## config.mk

```make
export PLATFORM = sky130hd
export DESIGN_NAME = btn_bcd_counter_bank
export DESIGN_NICKNAME = d
export VERILOG_FILES = /design/src/rtl/btn_bcd_counter_bank_pkg.sv /design/src/rtl/btn_bcd_counter_bank_debounce.sv /design/src/rtl/btn_bcd_counter_bank.sv
export SDC_FILE = /design/constraint.sdc
export NUM_CORES = 1
export LEC_CHECK = 0
export CELL_PAD_IN_SITES_DETAIL_PLACEMENT = 2
export CELL_PAD_IN_SITES_GLOBAL_PLACEMENT = 2
export CORE_MARGIN = 8
export CORE_UTILIZATION = 38
export CTS_BUF_LIST = sky130_fd_sc_hd__clkbuf_16
export DETAILED_ROUTE_END_ITERATION = 12
export PLACE_DENSITY_LB_ADDON = 0.05
export SKIP_CTS_REPAIR_TIMING = 1
export SLEW_MARGIN = 10
export SYNTH_ARGS = -nofsm -noshare
export SYNTH_HDL_FRONTEND = slang
export SYNTH_SLANG_ARGS = --single-unit
export TNS_END_PERCENT = 20
```

## constraint.sdc

```tcl
create_clock -name clk -period 4.3 [get_ports clk]
set_input_delay 0.645 -clock clk [delete_from_list [all_inputs] [get_ports clk]]
set_output_delay 0.645 -clock clk [all_outputs]
set_load 0.005 [all_outputs]
```

## src/rtl/btn_bcd_counter_bank_pkg.sv

```systemverilog
// Shared constants and helpers for the push-button digit counter bank.
package btn_bcd_counter_bank_pkg;

    // Digit storage width and the supported parameter ranges.
    localparam int DIGIT_W     = 4;
    localparam int N_CH_MAX    = 8;
    localparam int MOD_MAX     = 16;
    localparam int DEB_LEN_MAX = 255;

    // Debounce counter wide enough for the longest stability window.
    localparam int DEB_CNT_W = $clog2(DEB_LEN_MAX + 1);

    // Counting mode selected by the chain input.
    typedef enum logic {
        MODE_INDEP = 1'b0,
        MODE_CHAIN = 1'b1
    } mode_e;

    // Next value of one digit when it is stepped; 'wrapped' says the step
    // crosses the modulus boundary (top -> 0 going up, 0 -> top going down).
    function automatic logic [DIGIT_W-1:0] digit_step(
        input logic [DIGIT_W-1:0] d,
        input logic               up,
        input logic               wrapped,
        input logic [DIGIT_W-1:0] top
    );
        if (up) begin
            return wrapped ? '0 : d + DIGIT_W'(1);
        end
        return wrapped ? top : d - DIGIT_W'(1);
    endfunction

endpackage

```

## src/rtl/btn_bcd_counter_bank_debounce.sv

```systemverilog
// One button channel: 2-FF synchroniser, stability-count debouncer sampled
// on ce, and a one-clock pulse on the debounced rising edge.
module btn_debounce_edge
    import btn_bcd_counter_bank_pkg::*;
#(
    parameter int DEB_LEN = 3
) (
    input  logic clk,
    input  logic rst,
    input  logic i_ce,
    input  logic i_btn,
    output logic o_press
);

    // The counter fires on the sample that would bring it to DEB_LEN.
    localparam logic [DEB_CNT_W-1:0] CNT_LAST = DEB_CNT_W'(DEB_LEN - 1);

    logic                 r_sync1;
    logic                 r_sync2;
    logic                 r_stable;
    logic                 r_press;
    logic [DEB_CNT_W-1:0] r_cnt;

    // Bring the asynchronous button into the clock domain.
    always_ff @(posedge clk) begin
        if (rst) begin
            r_sync1 <= 1'b0;
            r_sync2 <= 1'b0;
        end else begin
            r_sync1 <= i_btn;
            r_sync2 <= r_sync1;
        end
    end

    // Accept a new level only after it holds for DEB_LEN ce-samples; any
    // bounce back to the accepted level restarts the count.
    always_ff @(posedge clk) begin
        if (rst) begin
            r_cnt    <= '0;
            r_stable <= 1'b0;
            r_press  <= 1'b0;
        end else begin
            r_press <= 1'b0;
            if (r_sync2 == r_stable) begin
                r_cnt <= '0;
            end else if (i_ce) begin
                if (r_cnt == CNT_LAST) begin
                    r_cnt    <= '0;
                    r_stable <= r_sync2;
                    r_press  <= r_sync2;
                end else begin
                    r_cnt <= r_cnt + DEB_CNT_W'(1);
                end
            end
        end
    end

    assign o_press = r_press;

endmodule

```

## src/rtl/btn_bcd_counter_bank.sv

```systemverilog
// Bank of debounced push buttons, each stepping a modulo-MOD digit, with an
// optional cascaded mode that turns the digits into one multi-digit counter.
module btn_bcd_counter_bank
    import btn_bcd_counter_bank_pkg::*;
#(
    parameter int N_CH    = 4,
    parameter int MOD     = 10,
    parameter int DEB_LEN = 3
) (
    input  logic                    clk,
    input  logic                    rst,
    input  logic                    ce,
    input  logic [N_CH-1:0]         btn,
    input  logic                    up,
    input  logic                    chain,
    input  logic                    clr,
    output logic [N_CH-1:0]         press,
    output logic [DIGIT_W*N_CH-1:0] dec,
    output logic [N_CH-1:0]         wrap
);

    // Reject out-of-range configurations at elaboration.
    if (N_CH < 1 || N_CH > N_CH_MAX || MOD < 2 || MOD > MOD_MAX ||
        DEB_LEN < 1 || DEB_LEN > DEB_LEN_MAX) begin : g_param_check
        $error("btn_bcd_counter_bank: parameter out of range");
    end

    localparam logic [DIGIT_W-1:0] DIGIT_TOP = DIGIT_W'(MOD - 1);

    logic [N_CH-1:0]    w_press;
    logic [DIGIT_W-1:0] r_dec [N_CH];
    logic [DIGIT_W-1:0] w_dec_next [N_CH];
    logic [N_CH-1:0]    r_wrap;
    logic [N_CH-1:0]    w_wrap_next;
    mode_e              w_mode;

    assign w_mode = mode_e'(chain);

    generate
        for (genvar gi = 0; gi < N_CH; gi++) begin : g_ch
            btn_debounce_edge #(
                .DEB_LEN (DEB_LEN)
            ) u_debounce (
                .clk     (clk),
                .rst     (rst),
                .i_ce    (ce),
                .i_btn   (btn[gi]),
                .o_press (w_press[gi])
            );

            assign dec[DIGIT_W*gi +: DIGIT_W] = r_dec[gi];
        end
    endgenerate

    // Ripple from the LSD upward: work out which digits step this cycle and
    // their new values. In chain mode only the lowest press is taken and a
    // wrap carries (or borrows) into the next digit within the same edge.
    always_comb begin : ripple
        logic found;
        logic carry;
        logic step;
        logic wrapped;
        found       = 1'b0;
        carry       = 1'b0;
        step        = 1'b0;
        wrapped     = 1'b0;
        w_wrap_next = '0;
        for (int i = 0; i < N_CH; i++) begin
            w_dec_next[i] = r_dec[i];
            if (w_mode == MODE_CHAIN) begin
                step = (w_press[i] && !found) || carry;
            end else begin
                step = w_press[i];
            end
            if (w_press[i]) begin
                found = 1'b1;
            end
            wrapped = step && (up ? (r_dec[i] == DIGIT_TOP) : (r_dec[i] == '0));
            if (step) begin
                w_dec_next[i] = digit_step(r_dec[i], up, wrapped, DIGIT_TOP);
            end
            w_wrap_next[i] = wrapped;
            carry          = (w_mode == MODE_CHAIN) && wrapped;
        end
    end

    // Digit register; clear beats any same-cycle press and suppresses wrap.
    always_ff @(posedge clk) begin
        if (rst || clr) begin
            for (int i = 0; i < N_CH; i++) begin
                r_dec[i] <= '0;
            end
            r_wrap <= '0;
        end else begin
            for (int i = 0; i < N_CH; i++) begin
                r_dec[i] <= w_dec_next[i];
            end
            r_wrap <= w_wrap_next;
        end
    end

    assign press = w_press;
    assign wrap  = r_wrap;

endmodule

```

### Yosys cells after proc, flatten, opt, wreduce, memory -nomap -nowiden

Memories as Yosys holds them, arrays and structs flattened.
Cells that the tools add are included.

* bits in registers: 52
* memory bits (writable): 16
* output and inout bits: 24
* word-level logic and storage cells: 138
* memories: 1

Memory list
* r_dec: words 4, bits a word 4, read ports 4, clocked after memory_dff 0, wr ports 4, RTL line btn_bcd_counter_bank.sv:31 `logic [DIGIT_W-1:0] r_dec [N_CH];`

* $add $sub $neg: 12
* eq/ne operators: 12
* multiplexer cells: 46
* bitwise operators: 13
* reductions and logical operators: 33

Operators by type and width (count)
* $mux W4: 24
* $add A8 B1 Y8 const B: 4
* $eq A8 B2 Y1 const B: 4
* $mux W8: 4
* $mux W1: 18
* $add A4 B1 Y4 const B: 4
* $eq A4 B4 Y1 const B: 4
* $logic_not A4 Y1: 4
* $reduce_or A4 Y1: 4
* $sub A4 B1 Y4 const B: 4
* $reduce_and A3 Y1: 4
* $logic_and A1 B1 Y1: 10
* $not A1 Y1: 9
* $reduce_or A2 Y1: 4
* $eq A1 B1 Y1: 4
* $logic_or A1 B1 Y1: 4
* $or A1 B1 Y1: 4
* $logic_not A1 Y1: 3

### Depth between registers and ports, before layout

* depth in word-level cells: 20
* depth in mapped cells: 8
* mapped depth without buffers: 7

### Modules after synthesis

Synthesis repeated with hierarchy kept, for this count alone.

* cell total of the unflattened synthesis: 424
* area, all modules: 3652.3 um^2

Modules (own cells, without submodules)
* btn_debounce_edge: times used 4, cells each 56, area an instance 516.7 um^2
* btn_bcd_counter_bank: times used 1, cells each 200, area an instance 1585.3 um^2

### Worst setup path before layout

OpenSTA, ideal clock, no wires.

* path type: input-to-reg
* start point: in up
* end point: mem r_dec[1][2]
* library setup time: 0.070 ns
* arrival time: 1.967 ns
* data required time: 4.230 ns
* path slack: 2.262 ns
* stages: 5
* path buffers: 0
* path through: or4b_4 a21oi_4 a21oi_2 or4_1 a21oi_1

RTL lines
* start: declaration: RTL line btn_bcd_counter_bank.sv:14 `input logic up,`
* end: declaration: RTL line btn_bcd_counter_bank.sv:31

==> flow_summary.ini <==
[layout]
final_cells = 541
drive_above_1_share_pct = 6.98
diodes = 0
final_net_count = 459
area_growth_pct = 19.2
nFillCells = 1007

[synth]
yosysSeqAreaShare_pct = 39.0
synth_cell_types = 55
syn-num-nets = 430
synth_top_area_cell = dfxtp_1
yosys_warnings = 0
synthTopCellsByArea = dfxtp_1 39%, ha_1 8.6%, nor2_1 6.5%, xor2_1 5.8%, nand2_1 4.1%
synthArstFlopShare_pct = 0
synth_area_um2 = 3490
synth_ff_type = dfxtp_1
synth-seq-cells = 68
synth.avg_cell_area_um2 = 8.81
synth-edff-count = 0
synthCells = 396
synth_top_area_share_pct = 39.0

[clocking]
clock_path_buffers = 2
cts-root-buf = clkbuf_16
cts-buffers-inserted = 9
htree_levels = 3
clk_latency_ns = 0.32
cts_tree = done
cts_num_sinks = 68
clkTransAtPathRegs_ns = 0.06

[sta]
max_freq_mhz = 347
setup_viol = 0
worst_slew_pin_slew_ns = 0.852
fin_tns_setup_ns = 0
fin_crit_ns = 2.88
final.period_utilization_pct = 67.0
rsz0062_at_grt = no
whs_ns = 0.440
clock-skew-final_ns = 0.00611
hold_viol = 0
maxSlewViolCount = 0
slew_headroom_pct = 43.0

[worst_setup_path]
cp.required_ns = 4.52
end_kind = register
slowest_delay_ns = 0.65
start_kind = input port
slowest_stage = clkdlybuf4s50_1
regToRegSetupSlack_ns = 1.86
path_cells = clkdlybuf4s50_1, buf_4, or3b_1, a21oi_1, nand2_1, o21a_1, o41ai_1
cp_num_buf_inv = 2
cp_max_fo = 23
critPathKind = in -> reg
path_delay_family = buffers and inverters
cp.arrival_ns = 3.11

[global_routing]
track_usage_pct = 15.0
grt_pass1_vias = 3116
gr-total-overflow = 0
grt_pass1_wl_um = 15700
antenna_found_initial = 0
grt_max_degree = 24

[power_and_ir_drop]
powerDensity_nw_per_um2 = 329
p_clk_share_pct = 48.5
total_power_uw = 1370
power.share.sequential_pct = 46.7
intPower_uw = 1050
ir_drop_mv = 0.163
switching_share_pct = 23.3
switchingPower_uw = 319
leakagePower_uw = 0.00154
p_comb_share_pct = 4.8

[route]
ant_nets = 0
vias = 2938
wl_per_cell_um = 16.9
drc = 0
drtPass1Iterations = 4
wirelength_um = 9120
drt_iter0_markers = 116
viasPerCell = 5.43

[job]
drv_cap = 0

[floorplan]
die_area_um2 = 12500
rows = 35
coreArea_um2 = 9060
dieWidth_um = 112
die_y_um = 112
ioPinCount = 34
start_util_pct = 38.5

[placement]
port-buffer-count = 33
dp_hpwl_um = 6470
dp.cells = 525
place_congestion = 0.753

[worst_hold_path]
hold_path_class = reg -> reg

[run_status]
status = finished, final reports clean
## placed cells by master, fill, tap and decap left out, drive strengths merged, types with 2 or more instances in the layout
| master | Yosys | routed |
|---|---|---|
| dfxtp | 68 | 68 |
| nor2 | 60 | 60 |
| nand2 | 38 | 38 |
| clkdlybuf4s50 | 0 | 33 |
| ha | 24 | 24 |
| xor2 | 23 | 23 |
| a21oi | 16 | 16 |
| inv | 13 | 13 |
| xnor2 | 13 | 13 |
| nor4b | 12 | 12 |
| nand4 | 11 | 11 |
| o21ai | 11 | 11 |
| nand3 | 10 | 10 |
| mux2i | 9 | 9 |
| clkbuf | 9 | 9 |
| nor2b | 8 | 8 |
| and3 | 8 | 8 |
| a211oi | 6 | 6 |
| clkinv | 0 | 5 |
| o22ai | 3 | 3 |
| o21bai | 3 | 3 |
| or3 | 3 | 3 |
| o31ai | 3 | 3 |
| a311oi | 3 | 3 |
| and4b | 2 | 2 |
| nor4 | 2 | 2 |
| or3b | 2 | 2 |
| nor3 | 2 | 2 |
| or2 | 2 | 2 |
| mux2 | 2 | 2 |
| o21a | 2 | 2 |
| and4 | 2 | 2 |
| clkinvlp | 0 | 2 |
| buf | 8 | 2 |
| a221o | 2 | 2 |
## Yosys cell counts, types with 2 or more instances
library cell	instances
inv_1	13
o21a_1	2
dfxtp_1	68
nor4_1	2
nor3_1	2
nor2_1	60
buf_4	4
o21ai_0	11
and4_1	2
nand4_1	11
o22ai_1	3
clkbuf_1	9
buf_2	3
and4b_1	2
xor2_1	23
a21oi_2	2
ha_1	24
or2_2	2
nand2_1	38
or3_1	3
a21oi_1	13
nor4b_1	12
o31ai_1	3
xnor2_1	13
and3_1	7
nor2b_1	8
o21bai_1	3
a311oi_1	3
or3b_1	2
a211oi_1	5
nand3_1	10
mux2_2	2
mux2i_1	9
## cell type report
type                    instances  area [um2]  area share [%]
multi-input cells             298        1990            48.0
flip-flops and latches         68        1360            32.7
clock buffers                   9         225            5.42
inverters                      13        48.8            1.17
clock inverters                 7        43.8            1.05
repair buffers                 35         345            8.31
well taps                     111         139            3.34
## final timing paths
check | from | to | cells past startpoint
worst min-delay path | g_ch[0].u_debounce.r_sync1$_SDFF_PP0_ | g_ch[0].u_debounce.r_sync2$_SDFF_PP0_ | 1
worst max register to register | r_dec[1][0]$_SDFFE_PP0P_ | r_dec[3][1]$_SDFFE_PP0P_ | 7
worst min register to register | g_ch[0].u_debounce.r_sync1$_SDFF_PP0_ | g_ch[0].u_debounce.r_sync2$_SDFF_PP0_ | 1
worst max-delay path | up | r_dec[3][0]$_SDFFE_PP0P_ | 7
## through the flow
step                cell area (um2)  setup slack [ns]  util (%)
CTS                            4160              1.44      45.9
detailed placement             3890              1.09      42.9
finish                         4160              1.42      45.9
global route                   4160              1.21      45.9
floorplan                      3490              2.26         -
global placement               3890              1.19      42.9
## worst reg2reg max path: stages, from the launching register on
cell and delay [ns]:
dfxtp_1 0.49, inv_1 0.13, ha_1 0.25, or3b_1 0.21, a211oi_1 0.09, a211oi_2 0.69
o21a_1 0.31, mux2i_1 0.20
## sequential cells by signal, indices dropped and copies added, names as in the netlist
signal / flops
g_ch.u_debounce.r_stable: 4
g_ch.u_debounce.r_sync2: 4
g_ch.u_debounce.r_sync1: 4
g_ch.u_debounce.o_press: 4
r_dec: 16
g_ch.u_debounce.r_cnt: 32
wrap: 4
## layer usage
layer,GRT usage (%),part of all wire (%),vias up
li1,-,-,1433
met1,19.1,47,1461
met2,24.8,49,36
met3,2.92,3.4,8
met4,5.47,1.1,0
met5,0,0,-
## cell families after synthesis
group,Yosys count,share of synthesized area [%]
AND/OR/NAND/NOR,168,24.5
flip-flops,68,39.0
multiplexers,11,3.23
adder cells (fa/ha/maj),24,8.61
XOR/XNOR,36,9.04
buffers and inverters,30,3.77
AO/OA/AOI/OAI,59,11.8
## power groups by stage
| stage | combinational [uW] | sequential, uW | clock [uW] |
|---|---|---|---|
| final | 65.4 | 639 | 663 |
| after detailed placement | 65.3 | 652 | 0 |
| after global placement | 63.5 | 652 | 0 |
| after floorplan | 43.0 | 651 | 0 |
| after global routing | 72.6 | 639 | 709 |
| after CTS | 66.3 | 639 | 680 |
No activity file was read; power rests on OpenSTA's default activity.
==> RTL change, RTL diff (config.mk and constraints unchanged) <==
The package constant `DEB_LEN_MAX` goes from 255 to 510.
--- a/src/rtl/btn_bcd_counter_bank_pkg.sv
+++ b/src/rtl/btn_bcd_counter_bank_pkg.sv
@@ -7,3 +7,3 @@
     localparam int MOD_MAX     = 16;
-    localparam int DEB_LEN_MAX = 255;
+    localparam int DEB_LEN_MAX = 510;
 
Formal check against the unedited RTL: no difference found for any inputs over 4 cycles, from zero or initial values and one cycle with rst high; that may be too few to reach the edited logic, so the function may still have changed.
==> RTL change against the original RTL <==
- sequential cell count is 4 higher
- area after synthesis is 5.8% higher
- setup slack worse by 0.033 ns
- maximum frequency is 1.1% lower
- final area is 7.0% higher
- die area is 4.9% higher
- routed wire length is 8.7% higher
- power is 13% higher
- global-route usage is 1.1 points higher
- sequential power is 5.6% higher
- synthesized cell count is 4.8% higher
- critical path type unchanged
- critical endpoint unchanged
==> RTL change: results (changes against the original RTL) <==
Leak Pwr -> 1.66 nW (+7.4%)
P per Cell Area -> 347 nW/um2 (+5.7%)
Critical Path Fanout Max -> 19 (-17%)
Sum of routed wire length over all layers -> 9.91 mm (+8.7%)
Cell family with the largest share of critical-path delay -> compound AO/OA/AOI/OAI gates
Number of distinct library cells after synthesis -> 53 (-3.6%)
Maximum number of pins on one net before global-route repair -> 23 (-4.2%)
Worst hold start -> g_ch[2].u_debounce.r_sync1
Part of the total power dissipated in sequential elements -> 43.7% (-3.0 points)
Weighted congestion reported at the end of routability-driven placement -> 0.762 (+1.3%)
Final net count -> 480 (+4.6%)
Via count of the routed design -> 3087 (+5.1%)
Cell types with the highest counts after synthesis -> sky130_fd_sc_hd__dfxtp_1 (72), sky130_fd_sc_hd__nor2_1 (67), sky130_fd_sc_hd__nand2_1 (37)
Global-route wire length before repair -> 16.8 mm (+7.0%)
Biggest regs -> g_ch.u_debounce.r_cnt: 36 flops, r_dec: 16 flops
Register-to-register setup slack -> 1.91 ns (+0.05 ns)
Launch instance of the worst register-to-register path -> r_dec[1][1]
Crit-path max cell delay -> 0.79 ns (+0.14 ns)
Number of global-route vias before repair -> 3413 (+9.5%)
DR iter-0 viols -> 84 (-28%)
Reg-to-reg critical path endpoint -> r_dec[3][0]
Biggest area contributors in the synthesized netlist -> sky130_fd_sc_hd__dfxtp_1 (39%), sky130_fd_sc_hd__ha_1 (8.1%), sky130_fd_sc_hd__nor2_1 (6.8%), sky130_fd_sc_hd__xor2_1 (6.4%), sky130_fd_sc_hd__nand2_1 (3.8%)
Worst setup path startpoint -> up
Antenna Cells -> 0 (unchanged)
Synth Net Count -> 449 (+4.4%)
Net Sw Power -> 0.000338 W (+5.9%)
Sequential area share after synthesis -> 39.1% (about the same)
Final HPWL DP -> 7.05 mm (+9.0%)
Data arrival at the endpoint of the critical path -> 3.14 ns (+0.03 ns)
Final clock skew -> 0.00574 ns (-0.000377 ns)
GRT Util Overall -> 16.1% (+1.1 points)
Outcome -> finished clean
Filler cell count -> 1067 (+6.0%)
Worst Hold Slack -> 0.442 ns (+0.00227 ns)
Power in the clock group -> 0.000801 W (+21%)
Relative slew slack -> 46.7% (+3.7 points)
Standard cell area after detailed placement -> 4130 um2 (+6.1%)
-- RTL change: area by class of cell --
type	instances	area (um2)	area share, %
Inverter	13	48.8	1.10
Timing Repair Buffer	35	345	7.77
Clock inverter	7	93.8	2.11
Sequential cell	72	1440	32.4
Tap cell	133	166	3.74
Clock buffer	9	225	5.06
Multi-Input combinational cell	315	2130	47.8
-- RTL change: routing by layer --
metal	wire length, um	GRT usage, %	vias up
li1	-	-	1509
met3	346	3.38	15
met5	0	0	-
met4	193	7.90	0
met1	4250	17.3	1522
met2	5120	29.2	41
-- RTL change: kinds of logic after synthesis --
family / share of synthesized area, %
simple gates: 24.5
flops: 39.1
compound gates: 13.4
xor+xnor: 9.02
buf+inv: 3.29
fa+ha+maj: 8.14
mux: 2.51
-- RTL change: per-stage QoR --
step / cells / util, % / worst slack [ns]
CTS: 584 / 46.3 / 1.39
detailed placement: 568 / 43.0 / 1.07
global route: 584 / 46.3 / 1.30
finish: 584 / 46.3 / 1.38
global placement: 568 / 43.0 / 1.18
floorplan: 415 / - / 2.19
